[src/rtl/median_seq_n.sv]
// median_seq_n: serial median of an N-sample window by K passes of max extraction.
// Define MEDIAN_MINMAX_EN to add the DMIN/DMAX window statistics outputs.
module median_seq_n #(
  parameter int WIDTH = 8,
  parameter int N     = 9
) (
  input  logic             CLK,
  input  logic             RST,
  input  logic [WIDTH-1:0] DI,
  input  logic             DSI,
  output logic             BUSY,
  output logic             DROP,
  output logic [WIDTH-1:0] DO,
  output logic             DSO
`ifdef MEDIAN_MINMAX_EN
  ,
  output logic [WIDTH-1:0] DMIN,
  output logic [WIDTH-1:0] DMAX
`endif
);

  localparam int K  = (N + 1) / 2;
  localparam int CW = $clog2(N + 1);

  if ((N % 2) == 0 || N < 3 || N > 31) begin : g_bad_n
    $error("median_seq_n: N must be odd and within 3..31");
  end

  typedef enum logic [1:0] {
    S_IDLE,
    S_LOAD,
    S_PASS,
    S_DONE
  } state_t;

  state_t           r_state;
  logic [CW-1:0]    r_cnt;
  logic [CW-1:0]    r_k;
  logic [CW-1:0]    r_j;
  logic [CW-1:0]    r_m;
  logic [WIDTH-1:0] r_chain [N];
  logic [WIDTH-1:0] r_a;
  logic [WIDTH-1:0] r_do;
  logic             r_dso;
  logic             r_drop;

  logic             w_busy;
  logic             w_accept;
  logic [WIDTH-1:0] w_head;
  logic [WIDTH-1:0] w_max;
  logic [WIDTH-1:0] w_min;
  logic             w_first;
  logic             w_pend;
  logic             w_last;
  int               w_tail;

  assign w_busy   = (r_state == S_PASS);
  assign w_accept = DSI && !w_busy;
  assign w_head   = r_chain[0];
  assign w_max    = (r_a > w_head) ? r_a : w_head;
  assign w_min    = (r_a > w_head) ? w_head : r_a;
  assign w_first  = (r_j == CW'(1));
  assign w_pend   = (r_j == r_m);
  assign w_last   = w_pend && (r_k == CW'(K));
  // the live set always occupies R[0..M-2] once the head is popped
  assign w_tail   = int'(r_m) - 2;

  always_ff @(posedge CLK) begin
    if (w_busy) begin
      r_a <= w_first ? w_head : w_max;
      for (int i = 0; i < N - 1; i++) begin
        if (!w_first && i == w_tail) begin
          r_chain[i] <= w_min;
        end else begin
          r_chain[i] <= r_chain[i+1];
        end
      end
    end else if (w_accept) begin
      for (int i = 0; i < N - 1; i++) begin
        r_chain[i] <= r_chain[i+1];
      end
      r_chain[N-1] <= DI;
    end
  end

`ifdef MEDIAN_MINMAX_EN
  logic [WIDTH-1:0] r_rmin;
  logic [WIDTH-1:0] r_pmax;
  logic [WIDTH-1:0] r_dmin;
  logic [WIDTH-1:0] r_dmax;
`endif

  always_ff @(posedge CLK) begin
    if (RST) begin
      r_state <= S_IDLE;
      r_cnt   <= '0;
      r_k     <= '0;
      r_j     <= '0;
      r_m     <= '0;
      r_do    <= '0;
      r_dso   <= 1'b0;
      r_drop  <= 1'b0;
`ifdef MEDIAN_MINMAX_EN
      r_rmin  <= '0;
      r_pmax  <= '0;
      r_dmin  <= '0;
      r_dmax  <= '0;
`endif
    end else begin
      r_dso  <= 1'b0;
      r_drop <= DSI && w_busy;
`ifdef MEDIAN_MINMAX_EN
      if (w_accept) begin
        if (r_state == S_LOAD) begin
          r_rmin <= (DI < r_rmin) ? DI : r_rmin;
        end else begin
          r_rmin <= DI;
        end
      end
      if (w_busy && w_pend && r_k == CW'(1)) begin
        r_pmax <= w_max;
      end
`endif
      unique case (r_state)
        S_IDLE: begin
          r_cnt <= '0;
          if (DSI) begin
            r_cnt   <= CW'(1);
            r_state <= S_LOAD;
          end
        end
        S_LOAD: begin
          if (DSI) begin
            if (r_cnt == CW'(N - 1)) begin
              r_cnt   <= '0;
              r_k     <= CW'(1);
              r_j     <= CW'(1);
              r_m     <= CW'(N);
              r_state <= S_PASS;
            end else begin
              r_cnt <= r_cnt + CW'(1);
            end
          end
        end
        S_PASS: begin
          if (w_last) begin
            r_state <= S_DONE;
          end else if (w_pend) begin
            r_k <= r_k + CW'(1);
            r_j <= CW'(1);
            r_m <= r_m - CW'(1);
          end else begin
            r_j <= r_j + CW'(1);
          end
        end
        S_DONE: begin
          r_dso <= 1'b1;
          r_do  <= r_a;
`ifdef MEDIAN_MINMAX_EN
          r_dmin <= r_rmin;
          r_dmax <= r_pmax;
`endif
          if (DSI) begin
            r_cnt   <= CW'(1);
            r_state <= S_LOAD;
          end else begin
            r_cnt   <= '0;
            r_state <= S_IDLE;
          end
        end
        default: r_state <= S_IDLE;
      endcase
    end
  end

  assign BUSY = w_busy;
  assign DROP = r_drop;
  assign DO   = r_do;
  assign DSO  = r_dso;
`ifdef MEDIAN_MINMAX_EN
  assign DMIN = r_dmin;
  assign DMAX = r_dmax;
`endif

endmodule

[config.mk]
export PLATFORM = sky130hd
export DESIGN_NAME = median_seq_n
export DESIGN_NICKNAME = d
export VERILOG_FILES = /design/src/rtl/median_seq_n.sv
export SDC_FILE = /design/constraint.sdc
export NUM_CORES = 1
export LEC_CHECK = 0
export CAP_MARGIN = 20
export CORE_UTILIZATION = 35
export DETAILED_ROUTE_END_ITERATION = 10
export GPL_ROUTABILITY_DRIVEN = 0
export SYNTH_ARGS = -nofsm -noshare
export SYNTH_HDL_FRONTEND = slang
export SYNTH_SLANG_ARGS = --single-unit
[constraint.sdc]
create_clock -name CLK -period 8.7 [get_ports CLK]
set_input_delay 1.74 -clock CLK [delete_from_list [all_inputs] [get_ports CLK]]
set_output_delay 1.74 -clock CLK [all_outputs]
set_load 0.005 [all_outputs]
==> results.json, run 1 <==
{
  "outcome": "finished, final reports clean",
  "syn_avg_cell_area_um2": 13.8,
  "synth_nets": 436,
  "worst_setup_path_end_kind": "primary output",
  "drv_cap": 0,
  "antenna_found_initial": 0,
  "drt_iter0_drc": 191,
  "synthCells": 400,
  "cp-startpoint": "r_state[0]$_SDFFE_PP0P_",
  "wire_per_inst_um": 14.2,
  "synth_most_common_cell": "edfxtp_1",
  "postPlaceCellArea_mm2": 0.00596,
  "grt_pass1_vias": 3158,
  "critical_path_arrival_ns": 1.85,
  "cts-root-buf": "clkbuf_16",
  "track_usage_pct": 11.8,
  "grt_overflow": 0,
  "cts_setup_buffers": 0,
  "dp_cells": 623,
  "synth_edf_count": 80,
  "rsz0062_at_grt": "false",
  "r2r-end": "r_chain[0][38]$_DFFE_PP_",
  "cp_top_family": "buffers and inverters",
  "path_max_fanout": 21,
  "yosysSeqAreaShare_pct": 53.5,
  "ctsResizeCount": 0,
  "path_depth": 4,
  "synth_top_area_cell": "edfxtp_1",
  "report.final.slew_viol_count": 0,
  "timing.fmax_mhz": 278,
  "final-hold-violation-count": 0,
  "clkSinkCount": 108,
  "setup_tns_ns": 0,
  "core_mm2": 0.0153,
  "rr_startpoint": "r_a[3]$_DFFE_PP_",
  "syn_area_mm2": 0.00553,
  "viasPerCell": 4.98,
  "cts_buffers": 9,
  "critPathRequiredTime_ns": 6.96,
  "ant_nets": 0,
  "leakage_nw": 2.14,
  "final_cells": 639,
  "netlist.area_leader.share_pct": 43.4,
  "vias": 3181,
  "critical-path-max-stage-delay_ns": 0.56,
  "wl_mm": 9.07,
  "setup_viol": 0,
  "cts_tree": "yes",
  "synthArstFlopShare_pct": 0,
  "start_util_pct": 36.1,
  "whs_ns": 0.495,
  "synth_area_leaders": "edfxtp_1 43%, mux2_2 13%, dfxtp_1 10%, ha_1 5.7%, o311ai_4 3.8%",
  "crit_buf_inv": 3,
  "yosysUniqueCellTypes": 57,
  "route.detailed.drc": 0,
  "peakVddDrop_v": 0.000119,
  "layout_min_cycle_time_ns": 3.59,
  "drive_gt1_share_pct": 25.7,
  "finalInstanceArea_mm2": 0.00624,
  "dp_hpwl_mm": 6.48,
  "worst_pin_slew_ns": 0.888,
  "ys_seq_elements": 108,
  "clkLatencyLatePin_ns": 0.35,
  "yosysWarnings": 0,
  "crit_end": "BUSY",
  "die-area_mm2": 0.0163,
  "min_period_over_period_pct": 41.3,
  "clock_path_buffers": 2,
  "syn_to_final_growth_pct": 12.8,
  "ff2ff_path_depth": 6,
  "start_kind": "register",
  "slew-limit-headroom_pct": 40.7,
  "path_class": "reg -> out",
  "synth_flop_cell": "edfxtp_1",
  "ctsHtreeMaxLevel": 3,
  "worstHoldStart": "DO[0]$_SDFFE_PP0P_",
  "grt_pass1_wl_mm": 15.2,
  "synthTopCellsByCount": "80 x edfxtp_1, 62 x mux2_2, 29 x inv_1",
  "cp_cell_sequence": "inv_1, ha_1, buf_4, clkdlybuf4s50_1",
  "finalClockSkew_ns": 0.00724,
  "io-pin-count": 22,
  "r2r_slack_ns": 5.96,
  "hold_buffers": 0,
  "p_per_area_mw_per_mm2": 355,
  "cp_slowest_cell": "clkdlybuf4s50_1",
  "hold_path_class": "reg -> reg",
  "die_h_um": 128,
  "fin_nets": 460,
  "port_buffers": 21,
  "dieWidth_um": 128,
  "rows": 45,
  "antennaDiodeCount": 0,
  "clk_pin_slew_ns": 0.07,
  "grt_max_degree": 65,
  "first_pass_iters": 4
}
## cells in the final DEF, fill, tap and decap left out, types with 5 or more instances in the layout
cell             count
o311ai_4             8
inv_1               28
and3_1               5
mux2_2              62
edfxtp_1            80
ha_1                25
o21ai_0              5
nor2_1              18
nand3b_1            11
nand3_1              5
clkbuf_16            9
dfxtp_1             28
nand2_1              8
clkdlybuf4s50_1     21
mux2i_1              9
a21oi_1             12
nor2b_1              5
a32oi_1              8
## area by class of cell
type / count / area (um2)
sequential: 108 / 2960
timing repair buffer: 25 / 248
multi-input combinational: 251 / 2390
tap: 211 / 264
clock inverter: 6 / 41.3
clock buffer: 9 / 225
inverter: 29 / 109
fill: 1474 / 9070
## tightest hold or removal path, stage by stage (launching register included)
cell and delay (ns):
dfxtp_1 0.33, mux2i_1 0.06, nor2_1 0.07
## per-layer routing
metal	share of wire (%)	track usage (%)	up-vias
met5	0	0	-
met4	1.1	4.57	0
met3	3.2	3.34	9
met2	49	19.8	44
met1	46	14.3	1541
li1	-	-	1587
## how the worst min path moves through the flow
stage / to / slack, ns / depth (start not counted)
6_report: DO[0]$_SDFFE_PP0P_ / 0.50 / 2
5_1_grt: DO[0]$_SDFFE_PP0P_ / 0.54 / 2
4_1_cts: DO[0]$_SDFFE_PP0P_ / 0.50 / 2
3_5_place_dp: DO[0]$_SDFFE_PP0P_ / 0.48 / 2
3_3_place_gp: r_k[3]$_SDFFE_PP0P_ / 0.47 / 2
2_1_floorplan: r_k[3]$_SDFFE_PP0P_ / 0.46 / 2
## cells by family (layout without fill, tap and decap cells)
logic type | count (synthesis) | in the layout | share of synthesized area, %
buf+inv | 41 | 69 | 3.21
mux | 73 | 73 | 14.7
flops | 108 | 108 | 53.5
simple gates | 82 | 82 | 9.18
compound gates | 67 | 67 | 13.1
fa+ha+maj | 25 | 25 | 5.65
xor+xnor | 4 | 4 | 0.633
## per-stage QoR
step | utilization [%] | worst slack [ns] | total power, W
final | 40.8 | 5.11 | 0.00222
after global routing | 40.8 | 5.04 | 0.00237
after CTS | 40.7 | 5.08 | 0.00225
after detailed placement | 38.9 | 4.81 | 0.00186
after global placement | 38.9 | 4.85 | 0.00181
after floorplan | - | 4.90 | 0.00166
## where the power goes
part           switching, W  internal [W]  leakage [nW]
clock network      0.000181      0.000193         0.125
logic              0.000493      0.000416          1.01
registers         0.0000862      0.000848          1.01
## state kept, by name, summed over array words and instances, names as in the netlist
| register | count |
|---|---|
| DSO | 1 |
| r_k | 4 |
| DO | 8 |
| r_state | 2 |
| r_cnt | 4 |
| DROP | 1 |
| r_chain | 72 |
| r_m | 4 |
| r_j | 4 |
| r_a | 8 |
Power figures use the tool's default switching activity.
==> run 2, diff against run 1 <==
Clock period 8.7 ns to 3 ns, I/O delays scaled along.
==> run 2 against run 1 <==
  * Non-clock buffer count increased by 7
  * Worst setup slack worse by 4.7 ns
  * Flip-flop and latch count unchanged
  * Global-route usage rose by 0.54 points
  * Register-to-register slack lost 5.6 ns
  * Sequential power grew to 2.9 times the previous value
  * Combinational power grew to 2.9 times the previous value
  * Critical endpoint is now r_a[5]$_DFFE_PP_
==> results.json, run 2 (same netlist as run 1, synthesis figures left out) <==
{
  "ctsResizeCount": 0,
  "critical-path-max-stage-delay_ns": 0.47,
  "report.final.slew_viol_count": 0,
  "critPathRequiredTime_ns": 3.07,
  "ctsHtreeMaxLevel": 3,
  "wire_per_inst_um": 14.3,
  "clock_path_buffers": 2,
  "r2r_slack_ns": 0.37,
  "p_per_area_mw_per_mm2": 1040,
  "ant_nets": 0,
  "grt_max_degree": 65,
  "clkSinkCount": 108,
  "grt_pass1_wl_mm": 15.7,
  "finalClockSkew_ns": 0.0113,
  "slew-limit-headroom_pct": 50.1,
  "p_int_w": 0.00428,
  "antennaDiodeCount": 0,
  "top_register": "r_chain",
  "critical_path_arrival_ns": 2.70,
  "layout_setup_ws_ns": 0.368,
  "dieWidth_um": 128,
  "clk_pin_slew_ns": 0.07,
  "core_mm2": 0.0153,
  "crit_end": "r_a[5]$_DFFE_PP_",
  "start_util_pct": 36.1,
  "path_class": "reg -> reg",
  "die_h_um": 128,
  "start_kind": "register",
  "wl_mm": 9.23,
  "min_period_over_period_pct": 87.7,
  "cp_cell_sequence": "ha_1, nand3_1, o221ai_2, nor2b_1, buf_4, nor2_1, o31a_1",
  "seqPwrFrac_pct": 41.3,
  "fill_cells": 1458,
  "worst_pin_slew_ns": 0.746,
  "cts-root-buf": "clkbuf_16",
  "dp_slack_ns": 0.392,
  "drt_iter0_drc": 265,
  "ff2ff_path_depth": 7,
  "timing.fmax_mhz": 380,
  "peakVddDrop_v": 0.000450,
  "cts_buffers": 9,
  "leakage_nw": 2.20,
  "port_buffers": 21,
  "cp-startpoint": "r_a[3]$_DFFE_PP_",
  "track_usage_pct": 12.3,
  "path_max_fanout": 9,
  "rsz0062_at_grt": "false",
  "grt_overflow": 0,
  "first_pass_iters": 4,
  "post-route-util_pct": 41.3,
  "final-hold-violation-count": 0,
  "pwr-share-clk_pct": 18.0,
  "rows": 45,
  "cp_slowest_cell": "edfxtp_1",
  "setup_viol": 0,
  "seq_area_mm2": 0.00296,
  "multi_input_area_mm2": 0.00239,
  "crit_buf_inv": 1,
  "outcome": "finished, final reports clean",
  "viasPerCell": 4.95,
  "drive_gt1_share_pct": 27.3,
  "path_depth": 7,
  "rr_startpoint": "r_a[3]$_DFFE_PP_",
  "final_cell_mix": "80 x edfxtp_1, 62 x mux2_2, 28 x dfxtp_1, 28 x inv_1, 25 x ha_1",
  "cts_tree": "yes",
  "r2r-end": "r_a[5]$_DFFE_PP_",
  "comb_power_share_pct": 40.7,
  "hold_buffers": 0,
  "swShare_pct": 34.7,
  "hold_path_class": "reg -> reg",
  "setup_tns_ns": 0,
  "switching_power_w": 0.00227,
  "worst_setup_path_end_kind": "register",
  "mostFrequentLayoutCell": "edfxtp_1",
  "largest_reg_flops": 72,
  "syn_to_final_growth_pct": 14.3,
  "io-pin-count": 22,
  "cts_setup_buffers": 0,
  "vias": 3201,
  "fin_nets": 467,
  "dp_hpwl_mm": 6.51,
  "die-area_mm2": 0.0163,
  "layout_min_cycle_time_ns": 2.63,
  "clkLatencyLatePin_ns": 0.36,
  "route.detailed.drc": 0,
  "grt_pass1_vias": 3146,
  "drv_cap": 0,
  "cp_top_family": "compound AO/OA/AOI/OAI gates",
  "antenna_found_initial": 0
}
==> run 2: cell types whose count changed in the layout (fill, tap and decap cells not counted), moves of 2 or more <==
cell	change
clkinvlp_4	-2
inv_6	+2
inv_8	+3
buf_4	+7
==> run 2: worst min-delay path by stage <==
stage,start,endpoint,slack (ns),cells past startpoint
floorplan,r_k[3]$_SDFFE_PP0P_,r_k[3]$_SDFFE_PP0P_,0.46,2
global placement,DO[2]$_SDFFE_PP0P_,DO[2]$_SDFFE_PP0P_,0.47,2
detailed placement,DO[2]$_SDFFE_PP0P_,DO[2]$_SDFFE_PP0P_,0.48,2
CTS,DO[2]$_SDFFE_PP0P_,DO[2]$_SDFFE_PP0P_,0.50,2
global route,DO[4]$_SDFFE_PP0P_,DO[4]$_SDFFE_PP0P_,0.52,2
finish,DO[2]$_SDFFE_PP0P_,DO[2]$_SDFFE_PP0P_,0.49,2
==> run 2: per-layer routing <==
layer	vias to the layer above	global-route usage, %	part of all wire [%]
met5	-	0	0
met2	41	19.3	46
met3	11	4.63	3.8
met1	1545	15.6	48
li1	1604	-	-
met4	0	4.36	1.6
==> run 2: power groups by stage <==
stage | Sequential (W) | Combinational, W | Clock (W)
after detailed placement | 0.00274 | 0.00269 | 0
after global placement | 0.00272 | 0.00259 | 0
after global routing | 0.00278 | 0.00296 | 0.00128
final | 0.00271 | 0.00267 | 0.00118
after CTS | 0.00271 | 0.00271 | 0.00122
after floorplan | 0.00267 | 0.00215 | 0
==> run 2: worst register-to-register path, stage by stage, from the launching register on <==
cell and delay [ns]:
edfxtp_1 0.47, ha_1 0.36, nand3_1 0.11, o221ai_2 0.41
nor2b_1 0.20, buf_4 0.27, nor2_1 0.08, o31a_1 0.44
==> run 2: layout make-up <==
cell class                      count  share of cell area (%)
Sequential cell                   108                    46.8
Multi-Input combinational cell    251                    37.8
Timing Repair Buffer               32                    4.83
Tap cell                          211                    4.17
Clock buffer                        9                    3.56
Inverter                           29                    1.72
Clock inverter                      7                    1.03
==> run 2: stage by stage <==
stage               instances  hold slack (ns)  cell area, um2  power, W
global route              647            0.516            6320   0.00702
floorplan                 400            0.456            5530   0.00482
detailed placement        631            0.482            6030   0.00544
CTS                       647            0.499            6320   0.00664
global placement          631            0.470            6030   0.00531
finish                    647            0.492            6320   0.00655
==> run 3, diff against run 2 <==
Settings changed: SETUP_SLACK_MARGIN set to 0.4.
==> run 3 against run 2 <==
  * Die area unchanged
  * Worst hold slack improved by 0.0023 ns
  * Global-route usage shrank 0.069 points
  * First-iteration DRC count fell by 22%
  * Cell area fell by 0.65%
  * Via count barely moved
  * Critical path type unchanged
  * Highest routed layer unchanged
==> results.json, run 3 (same netlist as run 1, synthesis figures left out) <==
{
  "outcome": "finished, final reports clean",
  "cts_tree": "yes",
  "fill_cells": 1477,
  "drv_cap": 0,
  "drive_gt1_share_pct": 26.2,
  "die-area_mm2": 0.0163,
  "path_class": "reg -> reg",
  "critical-path-max-stage-delay_ns": 0.42,
  "die_h_um": 128,
  "vias": 3199,
  "mostFrequentLayoutCell": "edfxtp_1",
  "grt_pass1_wl_mm": 15.7,
  "route.detailed.drc": 0,
  "worst_pin_slew_ns": 0.803,
  "slew-limit-headroom_pct": 46.5,
  "grt_pass1_vias": 3130,
  "critPathRequiredTime_ns": 3.10,
  "viasPerCell": 4.98,
  "top_register": "r_chain",
  "dp_hpwl_mm": 6.39,
  "seq_area_mm2": 0.00296,
  "setup_viol": 0,
  "finalClockSkew_ns": 0.00585,
  "ant_nets": 0,
  "rows": 45,
  "leakage_nw": 2.16,
  "cts-root-buf": "clkbuf_16",
  "min_period_over_period_pct": 82.1,
  "cp_cell_sequence": "inv_1, ha_1, o21bai_1, o21a_1, nor3_2, a31oi_2, mux2_2",
  "dieWidth_um": 128,
  "finalInstanceArea_mm2": 0.00628,
  "rsz0062_at_grt": "false",
  "final_cell_mix": "80 x edfxtp_1, 62 x mux2_2, 28 x dfxtp_1, 28 x inv_1, 24 x ha_1",
  "track_usage_pct": 12.3,
  "timing.fmax_mhz": 406,
  "postPlaceCellArea_mm2": 0.00600,
  "hold_path_class": "reg -> reg",
  "final-hold-violation-count": 0,
  "start_util_pct": 36.1,
  "clock_path_buffers": 2,
  "report.final.slew_viol_count": 0,
  "peakVddDrop_v": 0.000363,
  "first_pass_iters": 4,
  "clkLatencyLatePin_ns": 0.35,
  "syn_to_final_growth_pct": 13.5,
  "grt_max_degree": 65,
  "io-pin-count": 22,
  "fin_nets": 463,
  "dp_cells": 627,
  "grt_overflow": 0,
  "layout_min_cycle_time_ns": 2.46,
  "wire_per_inst_um": 14.2,
  "cts_buffers": 9,
  "port_buffers": 21,
  "post-route-util_pct": 41.0,
  "antenna_found_initial": 0,
  "worst_setup_path_end_kind": "register",
  "start_kind": "register",
  "wl_mm": 9.15,
  "cts_setup_buffers": 0,
  "multi_input_area_mm2": 0.00241,
  "largest_reg_flops": 72,
  "clk_pin_slew_ns": 0.07,
  "p_per_area_mw_per_mm2": 1030,
  "critical_path_arrival_ns": 2.57,
  "final_cells": 643,
  "core_mm2": 0.0153,
  "drt_iter0_drc": 207,
  "antennaDiodeCount": 0,
  "ctsHtreeMaxLevel": 3,
  "clkSinkCount": 108,
  "setup_tns_ns": 0,
  "cp_slowest_cell": "dfxtp_1",
  "path_max_fanout": 8
}
[run 3: timing repair]
action | in CTS | in global routing
resized for setup | 1 | 0
hold buffers | 0 | 0
endpoints found under the hold margin | 0 | 0
setup endpoints to repair | 1 | 0
[run 3: report_power, final]
part           switching [W]  total [W]  internal (W)
sequential          0.000261    0.00272       0.00246
clock               0.000528    0.00109      0.000567
combinational        0.00144    0.00267       0.00123
[run 3: area by class of cell]
cell class,count,share of cell area [%]
Sequential cell,108,47.2
Timing Repair Buffer,28,4.18
Clock buffer,11,3.70
Inverter,29,1.79
Tap cell,211,4.20
Clock inverter,5,0.597
Multi-Input combinational cell,251,38.4
[run 3: layer usage]
layer | vias to the layer above | routed length (um) | track usage, %
li1 | 1583 | - | -
met1 | 1562 | 4500 | 15.8
met2 | 49 | 4280 | 19.6
met3 | 5 | 295 | 3.55
met4 | 0 | 83 | 4.22
met5 | - | 0 | 0
[run 3: stage by stage]
stage / total power (W) / setup slack (ns) / hold slack [ns]
after floorplan: 0.00483 / 0.435 / 0.456
after global placement: 0.00530 / 0.488 / 0.471
after detailed placement: 0.00543 / 0.427 / 0.486
after CTS: 0.00657 / 0.518 / 0.501
after global routing: 0.00696 / 0.401 / 0.526
final: 0.00649 / 0.537 / 0.495
[run 3: path summary, 6_finish.rpt]
check | from | to | slack [ns] | cells after the start
setup / recovery | r_m[1]$_SDFFE_PP0P_ | r_chain[0][54]$_DFFE_PP_ | 0.54 | 7
hold / removal | DO[7]$_SDFFE_PP0P_ | DO[7]$_SDFFE_PP0P_ | 0.49 | 2
setup reg to reg | r_m[1]$_SDFFE_PP0P_ | r_chain[0][54]$_DFFE_PP_ | 0.54 | 7
hold reg to reg | DO[7]$_SDFFE_PP0P_ | DO[7]$_SDFFE_PP0P_ | 0.49 | 2
[run 3: critical path: cells and delay by family (launching register included)]
kind | cells | cell delay (ns)
AO/OA/AOI/OAI | 3 | 0.68
adder cells (fa/ha/maj) | 1 | 0.24
buffers and inverters | 1 | 0.15
flip-flops | 1 | 0.42
multiplexers | 1 | 0.36
AND/OR/NAND/NOR | 1 | 0.36
